### config.mk
export PLATFORM = sky130hd
export DESIGN_NAME = clk_div_multi
export DESIGN_NICKNAME = d
export VERILOG_FILES = /design/src/rtl/clk_div_multi.sv
export SDC_FILE = /design/constraint.sdc
export NUM_CORES = 1
export LEC_CHECK = 0
export CORE_MARGIN = 2
export CORE_UTILIZATION = 63
export DETAILED_ROUTE_END_ITERATION = 8
export PLACE_DENSITY_LB_ADDON = 0.3
export SETUP_SLACK_MARGIN = 0.2
export SYNTH_ARGS = -nofsm -noshare
export SYNTH_HDL_FRONTEND = slang
export SYNTH_SLANG_ARGS = --single-unit
### constraint.sdc
create_clock -name clk -period 5.8 [get_ports clk]
set_input_delay 0.87 -clock clk [delete_from_list [all_inputs] [get_ports clk]]
set_output_delay 0.87 -clock clk [all_outputs]
set_load 0.005 [all_outputs]
### src/rtl/clk_div_multi.sv
// Lock-gated multi-channel clock divider: per-channel divided clocks and
// single-cycle enables from one fast clock, with glitch-free ratio updates
// and a calibration slip for word alignment.
module clk_div_multi #(
  parameter int unsigned NUM_CH        = 2,
  parameter int unsigned DIV_W         = 8,
  parameter int unsigned DEFAULT_DIV   = 5,
  parameter int unsigned SETTLE_CYCLES = 16
) (
  input  logic                      clk,
  input  logic                      rst_n,
  input  logic                      lock_in,
  input  logic [NUM_CH*DIV_W-1:0]   div_ratio,
  input  logic                      load,
  input  logic                      calib,
  output logic [NUM_CH-1:0]         clk_out,
  output logic [NUM_CH-1:0]         ce_out,
  output logic                      ready
);

  localparam int unsigned SET_W = (SETTLE_CYCLES > 1) ? $clog2(SETTLE_CYCLES) : 1;
  localparam logic [SET_W-1:0] SET_LAST = SET_W'(SETTLE_CYCLES - 1);
  localparam logic [DIV_W-1:0] DEF_DIV  = DIV_W'(DEFAULT_DIV);

  typedef enum logic [1:0] {
    ST_IDLE   = 2'd0,
    ST_SETTLE = 2'd1,
    ST_RUN    = 2'd2
  } state_t;

  state_t            state, state_n;
  logic              sync1, sync2, lock_s;
  logic [SET_W-1:0]  settle_cnt, settle_cnt_n;

  logic [DIV_W-1:0]  cnt    [NUM_CH];
  logic [DIV_W-1:0]  cnt_n  [NUM_CH];
  logic [DIV_W-1:0]  act    [NUM_CH];
  logic [DIV_W-1:0]  act_n  [NUM_CH];
  logic [DIV_W-1:0]  shadow [NUM_CH];
  logic [NUM_CH-1:0] clk_n, ce_n;

  assign lock_s = sync2;

  // Two-flop synchroniser for the asynchronous PLL lock
  always_ff @(posedge clk or negedge rst_n) begin
    if (!rst_n) begin
      sync1 <= 1'b0;
      sync2 <= 1'b0;
    end else begin
      sync1 <= lock_in;
      sync2 <= sync1;
    end
  end

  // Lock FSM next-state: any loss of lock returns to IDLE
  always_comb begin
    state_n      = state;
    settle_cnt_n = settle_cnt;
    if (!lock_s) begin
      state_n      = ST_IDLE;
      settle_cnt_n = '0;
    end else begin
      case (state)
        ST_IDLE: begin
          state_n      = ST_SETTLE;
          settle_cnt_n = '0;
        end
        ST_SETTLE: begin
          if (settle_cnt == SET_LAST) state_n = ST_RUN;
          else settle_cnt_n = settle_cnt + SET_W'(1);
        end
        ST_RUN:  state_n = ST_RUN;
        default: state_n = ST_IDLE;
      endcase
    end
  end

  // Lock FSM state register and ready flag
  always_ff @(posedge clk or negedge rst_n) begin
    if (!rst_n) begin
      state      <= ST_IDLE;
      settle_cnt <= '0;
      ready      <= 1'b0;
    end else begin
      state      <= state_n;
      settle_cnt <= settle_cnt_n;
      ready      <= (state_n == ST_RUN);
    end
  end

  // Per-channel counter / ratio next-state and next outputs
  always_comb begin
    for (int i = 0; i < int'(NUM_CH); i++) begin
      cnt_n[i] = cnt[i];
      act_n[i] = act[i];
      clk_n[i] = 1'b0;
      ce_n[i]  = 1'b0;
      if (state_n != ST_RUN || state != ST_RUN) begin
        // Not running, or first RUN cycle: phase-align at zero with fresh ratio
        cnt_n[i] = '0;
        act_n[i] = shadow[i];
      end else if (calib) begin
        // Frozen cycle: counter holds, level holds, enable suppressed
        clk_n[i] = clk_out[i];
      end else if (act[i] <= DIV_W'(1) || cnt[i] == act[i] - DIV_W'(1)) begin
        cnt_n[i] = '0;
        act_n[i] = shadow[i];
      end else begin
        cnt_n[i] = cnt[i] + DIV_W'(1);
      end
      if (state_n == ST_RUN && !(state == ST_RUN && calib)) begin
        // High while 2*cnt < div, i.e. cnt < (div+1)>>1, without overflow
        ce_n[i]  = (act_n[i] != '0) && (cnt_n[i] == '0);
        clk_n[i] = ({cnt_n[i], 1'b0} < {1'b0, act_n[i]});
      end
    end
  end

  // Per-channel registers: counters, ratios and registered outputs
  always_ff @(posedge clk or negedge rst_n) begin
    if (!rst_n) begin
      for (int i = 0; i < int'(NUM_CH); i++) begin
        cnt[i]    <= '0;
        act[i]    <= DEF_DIV;
        shadow[i] <= DEF_DIV;
      end
      clk_out <= '0;
      ce_out  <= '0;
    end else begin
      for (int i = 0; i < int'(NUM_CH); i++) begin
        cnt[i] <= cnt_n[i];
        act[i] <= act_n[i];
        if (load) shadow[i] <= div_ratio[i*DIV_W +: DIV_W];
      end
      clk_out <= clk_n;
      ce_out  <= ce_n;
    end
  end

endmodule

==> flow_summary.yaml, run 1 <==
run_status:
  status: "completed"
routing:
  vias: 2689
  wl_per_cell_um: 16.41
  wirelength_mm: 7.465
  ant_nets: 0
  dr.pass1.iters: 5
  drt_iter0_drc: 177
  drc: 0
  viasPerCell: 5.910
pwr:
  power_mw: 0.9760
  power.density_nw_per_um2: 241.9
  sequentialPowerShare: 0.497
  vdd_ir_drop_max_uv: 203.3
  p_switching_mw: 0.2551
  combPwrFrac: 0.117
  p_leak_nw: 1.823
  p_int_mw: 0.7208
  clkPwrFrac: 0.386
  p_sw_frac: 0.2614
logic_synthesis:
  syn_area_per_cell_um2: 9.989
  synth_cell_type_count: 56
  netlist_instances: 357
  yosys_warnings: 0
  synth_top_area_cell: "dfrtp_1"
  ys_ff_latch: 61
  synth_nets: 399
  synth.area.top_cells: "dfrtp_1, ha_1, dfstp_2"
  synth-edff-count: 0
  syn-cell-area_um2: 3566
  yosys_most_used_dff: "dfrtp_1"
  seq_area_frac_synth: 0.4309
  async_flop_share: 1.000
  synth.top_cell.area_share: 0.3719
clocking:
  clock_latency_ns: 0.34
  cts.hold.buffers_added: 0
  cts_root_buf: "clkbuf_8"
  cts_sinks: 61
  numCtsBuffers: 9
  cts.htree.levels: 3
  cts_setup_buffers: 0
  cts_buffer_depth: 2
  cts_tree: "yes"
  ctsResizeCount: 0
  cts.clk_slew.worst_paths_ns: 0.07
grt:
  grt_use_total: 0.2636
  grt_start_max_net_pins: 62
  grt-ovfl-total: 0
  grt_pass1_wl_mm: 12.52
  grt_pass1_vias: 2612
  antenna_found_initial: 0
timing:
  finClkSkew_ns: 0.01114
  max_freq_mhz: 249.9
  fin_crit_sh: 0.6899
  layout_min_cycle_time_ns: 4.001
  hold_violations: 0
  finalMaxSlewViolations: 0
  tns_ns: 0
  slew_headroom: 0.4501
  grt_setup_unrepaired: "false"
  worst_pin_slew_ns: 0.8137
  setup_viol: 0
setup_path:
  cp_slowest_stage_delay_ns: 0.79
  crit_buf_inv: 2
  path_cells: "clkdlybuf4s50_1 > nor2_1 > o211ai_1 > or4_1 > o211ai_1 > buf_4 > mux2i_1 > ha_1 > nand3_1 > nor2_1 > nand2_1 > o21ai_0 > mux2i_1 > a32o_1"
  startpoint_type: "input port"
  arrival_ns: 4.23
  path_max_fanout: 22
  critPathKind: "input port to flip-flop"
  cp_slowest_cell: "clkdlybuf4s50_1"
  required_ns: 6.03
  crit_family: "buffers and inverters"
  critPathCaptureType: "flip-flop"
floorplanning:
  die_height_um: 79.24
  num_rows: 27
  ios: 26
  dieArea_um2: 6278
  dieWidth_um: 79.24
  initial_utilization: 0.6516
  coreArea_um2: 5473
flow_run:
  cap_violations: 0
final_layout:
  finalNetCount: 420
  fin_area_um2: 4034
  n_fill_cell: 397
  drive_above_1_share: 0.1279
  antenna-diode-count: 0
  seqCellArea_um2: 1536
  multi_input_area_um2: 1872
  syn_to_final_growth_pct: 13.12
place:
  dpl.hpwl_mm: 5.343
  gp_congestion: 0.8900
  placed_cell_area_um2: 3841
  portBuffers: 25
min_path:
  hp-class: "flip-flop to flip-flop"
final timing paths:
check	startpoint	end	slack, ns	cells past startpoint
worst min register to register	sync1	lock_s	0.35	0
max in group asynchronous	rst_n	act[12]	4.63	2
worst max-delay path	calib	clk_out[1]	1.80	14
worst max register to register	act[1]	clk_out[1]	2.02	16
worst min-delay path	sync1	lock_s	0.35	0
min in group asynchronous	rst_n	cnt[3]	0.68	2
metal layers:
| layer | part of all wire | vias up | global-route usage |
|---|---|---|---|
| li1 | - | 1303 | - |
| met4 | 0.018 | 0 | 0.1069 |
| met2 | 0.47 | 75 | 0.4034 |
| met3 | 0.057 | 14 | 0.04205 |
| met5 | 0 | - | 0 |
| met1 | 0.46 | 1297 | 0.3773 |
kinds of logic (layout without fill, tap and decap cells):
| group | after synthesis | in the layout | synth area share |
|---|---|---|---|
| multiplexers | 31 | 31 | 0.09298 |
| AO/OA/AOI/OAI | 55 | 55 | 0.1025 |
| adder cells (fa/ha/maj) | 21 | 21 | 0.07368 |
| AND/OR/NAND/NOR | 115 | 115 | 0.1674 |
| XOR/XNOR | 36 | 36 | 0.08842 |
| flip-flops | 61 | 61 | 0.4309 |
| buffers and inverters | 38 | 64 | 0.04421 |
power groups by stage:
stage               Clock [mW]  Sequential, mW  Combinational, mW
floorplan                    0           0.480             0.0817
global placement             0           0.491              0.109
detailed placement           0           0.493              0.114
CTS                      0.379           0.485              0.115
global route             0.400           0.488              0.128
finish                   0.376           0.486              0.114
flip-flops by register name, summed over array words and instances, names as in the netlist:
register and cells:
shadow 16, ready 1, settle_cnt 4, sync1 1, clk_out 2, cnt 16, state 2, lock_s 1
act 16, ce_out 2
layout make-up:
class                           count  share of cell area
Clock buffer                       12             0.03598
Clock inverter                      4             0.01179
Inverter                           20             0.01861
Multi-Input combinational cell    258              0.4640
Sequential cell                    61              0.3809
Tap cell                           72             0.02233
Timing Repair Buffer               28             0.06638
cells in the final DEF (no fill, tap or decap), drive strengths merged, types with 3 or more instances in the layout:
cell,netlist,layout
nor4,6,6
clkbuf,13,12
dfstp,8,8
buf,5,4
mux2,17,17
o211ai,3,3
a41oi,3,3
xnor2,24,24
a31oi,3,3
a21oi,18,18
nor2,38,38
nor2b,4,4
and3,3,3
ha,21,21
nor3b,3,3
o21ai,9,9
nand2b,3,3
clkdlybuf4s50,0,24
mux2i,14,14
dfrtp,53,53
nand3,16,16
xor2,12,12
inv,20,20
nand2,15,15
nand4b,4,4
a21o,4,4
nor3,10,10
metrics by stage:
step | hold slack [ns] | util | cells | worst slack, ns
floorplan | 0.3312 | - | 357 | 2.276
global route | 0.3564 | 0.7371 | 455 | 1.425
detailed placement | 0.3364 | 0.7019 | 439 | 1.435
finish | 0.3479 | 0.7371 | 455 | 1.799
global placement | 0.3431 | 0.7019 | 439 | 1.576
CTS | 0.3514 | 0.7371 | 455 | 1.784
Yosys cell counts, types with 2 or more instances:
library cell	instances
o211ai_1	3
a21o_1	4
inv_2	2
nand3_1	16
ha_1	21
nand2_1	15
o21ai_1	2
mux2_2	16
xnor2_1	24
nand4b_1	4
nor4b_1	2
mux2i_1	14
nand2b_1	3
or4b_1	2
dfstp_2	8
nor2b_1	4
and3_1	3
a31oi_1	3
nor2_1	37
nor3_1	10
o21ai_0	7
buf_2	3
a221oi_1	2
a21oi_1	18
dfrtp_1	53
nor3b_1	3
inv_1	18
nor4_1	6
clkbuf_1	13
xor2_1	12
or4_1	2
a41oi_1	3
(Power assumes the default switching activity.)
==> run 2: changes to the inputs <==
--- a/config.mk
+++ b/config.mk
@@ -6,7 +6,7 @@
 export NUM_CORES = 1
 export LEC_CHECK = 0
 export CORE_MARGIN = 2
-export CORE_UTILIZATION = 63
+export CORE_UTILIZATION = 53
 export DETAILED_ROUTE_END_ITERATION = 8
 export PLACE_DENSITY_LB_ADDON = 0.3
 export SETUP_SLACK_MARGIN = 0.2
==> constraint.sdc (replaced) <==
create_clock -name clk -period 3.55 [get_ports clk]
set_input_delay 0.5325 -clock clk [delete_from_list [all_inputs] [get_ports clk]]
set_output_delay 0.5325 -clock clk [all_outputs]
set_load 0.005 [all_outputs]
==> flow_summary.yaml, run 2 (synthesized netlist as in run 1, its figures left out) <==
grt:
  grt_pass1_wl_mm: 15.04
  grt_start_max_net_pins: 42
  grt_use_total: 0.2645
  grt-ovfl-total: 0
  grt_pass1_vias: 3060
  antenna_found_initial: 0
final_layout:
  layout_commonest_cell: "dfrtp_1"
  syn_to_final_growth_pct: 31.16
  fin_util: 0.7282
  antenna-diode-count: 0
  finalNetCount: 460
  reg.largest.list: "act: 16 flops, cnt: 16 flops, shadow: 16 flops"
  layout_common_cells: "dfrtp_1, buf_4, nor2_1, clkdlybuf4s50_1, xnor2_1"
  drive_above_1_share: 0.3050
  stdcell_count: 500
timing:
  worst_pin_slew_ns: 0.6612
  slew_headroom: 0.5578
  grt_setup_unrepaired: "true"
  fin_crit_sh: 0.9668
  finalMaxSlewViolations: 0
  setup_viol: 0
  layout_min_cycle_time_ns: 3.432
  finClkSkew_ns: 0.009677
  tns_ns: 0
  hold_violations: 0
  max_freq_mhz: 291.4
clocking:
  cts.hold.buffers_added: 0
  cts.htree.levels: 3
  numCtsBuffers: 9
  cts_root_buf: "clkbuf_8"
  clock_latency_ns: 0.34
  cts_buffer_depth: 2
  cts.clk_slew.worst_paths_ns: 0.08
  cts_sinks: 61
  cts_tree: "yes"
routing:
  ant_nets: 0
  drc: 0
  drt_iter0_drc: 285
  vias: 3095
  viasPerCell: 6.190
  wirelength_mm: 9.698
  wl_per_cell_um: 19.40
  dr.pass1.iters: 7
floorplanning:
  dieArea_um2: 7400
  ios: 26
  dieWidth_um: 86.03
  initial_utilization: 0.5552
  die_height_um: 86.03
  coreArea_um2: 6422
  num_rows: 29
place:
  portBuffers: 25
  gp_congestion: 0.8926
  dpl.hpwl_mm: 5.653
  dp_cells: 456
pwr:
  power_mw: 1.722
  vdd_ir_drop_max_uv: 286.1
  p_leak_nw: 2.014
  power.density_nw_per_um2: 368.2
setup_path:
  startpoint_type: "flip-flop"
  path_max_fanout: 8
  critPathLaunch: "act[1]"
  critPathKind: "flip-flop to flip-flop"
  arrival_ns: 3.72
  rr_startpoint: "act[1]"
  required_ns: 3.83
  critPathCaptureType: "flip-flop"
flow_run:
  cap_violations: 0
run_status:
  status: "completed"
min_path:
  hp-class: "input port to async pin"
run 2: cell types whose count changed in the layout (fill, tap and decap cells not counted), sizes merged:
cell,change
clkbuf,-2
inv,+1
clkinv,+1
buf,+40
run 2: worst paths after layout:
| kind | cells after the start | to | slack [ns] |
|---|---|---|---|
| min in group clk | 0 | lock_s | 0.36 |
| setup / recovery | 17 | clk_out[1] | 0.12 |
| hold / removal | 1 | act[5] | 0.14 |
| hold reg to reg | 0 | lock_s | 0.36 |
| max in group asynchronous | 2 | act[14] | 2.49 |
| setup reg to reg | 17 | clk_out[1] | 0.12 |
run 2: layer usage:
metal  routed length (um)  share of wire  track usage
met3                  744          0.077      0.07315
met1                 4035           0.42       0.3526
met4                  321          0.033      0.09524
met5                    0              0            0
met2                 4596           0.47       0.4144
run 2: power breakdown:
part	internal, mW	switching (mW)
Clock	0.330	0.297
Sequential	0.742	0.0570
Combinational	0.156	0.140
run 2: through the flow:
| step | hold WS [ns] | worst slack, ns | cell area (um^2) |
|---|---|---|---|
| 6_report | 0.1390 | 0.1179 | 4677 |
| 5_1_grt | 0.1637 | 0.005549 | 4677 |
| 4_1_cts | 0.1439 | 0.1864 | 4454 |
| 3_5_place_dp | 0.3357 | 0.05800 | 3945 |
| 3_3_place_gp | 0.3413 | 0.1163 | 3945 |
| 2_1_floorplan | 0.2369 | 0.2014 | 3580 |
run 2: worst max-delay path, cell delays in order, from the launching register on:
cell and delay (ns):
dfrtp_1 0.42, inv_2 0.11, ha_4 0.16, nor3b_4 0.21, nand2_1 0.10, xnor2_1 0.13, or4_1 0.47, o211ai_1 0.18
buf_4 0.17, buf_12 0.15, mux2i_4 0.26, ha_1 0.30, nand3_2 0.12, nor2_4 0.04, a221oi_2 0.22, o21ai_1 0.10
nor2_1 0.10, a32o_1 0.13
run 2: repair_timing:
action / 4_1_cts / 5_1_grt
gates cloned: 2 / 0
resized for setup: 36 / 24
pin swaps: 16 / 9
endpoints found under the hold margin: 0 / 0
buffers inserted: 20 / 6
endpoints found under the setup margin: 2 / 2
run 2: area by class of cell:
cell class                 count  area [um^2]
multi-input combinational    258         2156
fill                         420         1745
sequential                    61         1538
timing repair buffer          68        611.8
clock buffer                  10        127.6
tap                           77        96.34
inverter                      20        75.07
clock inverter                 6        72.57
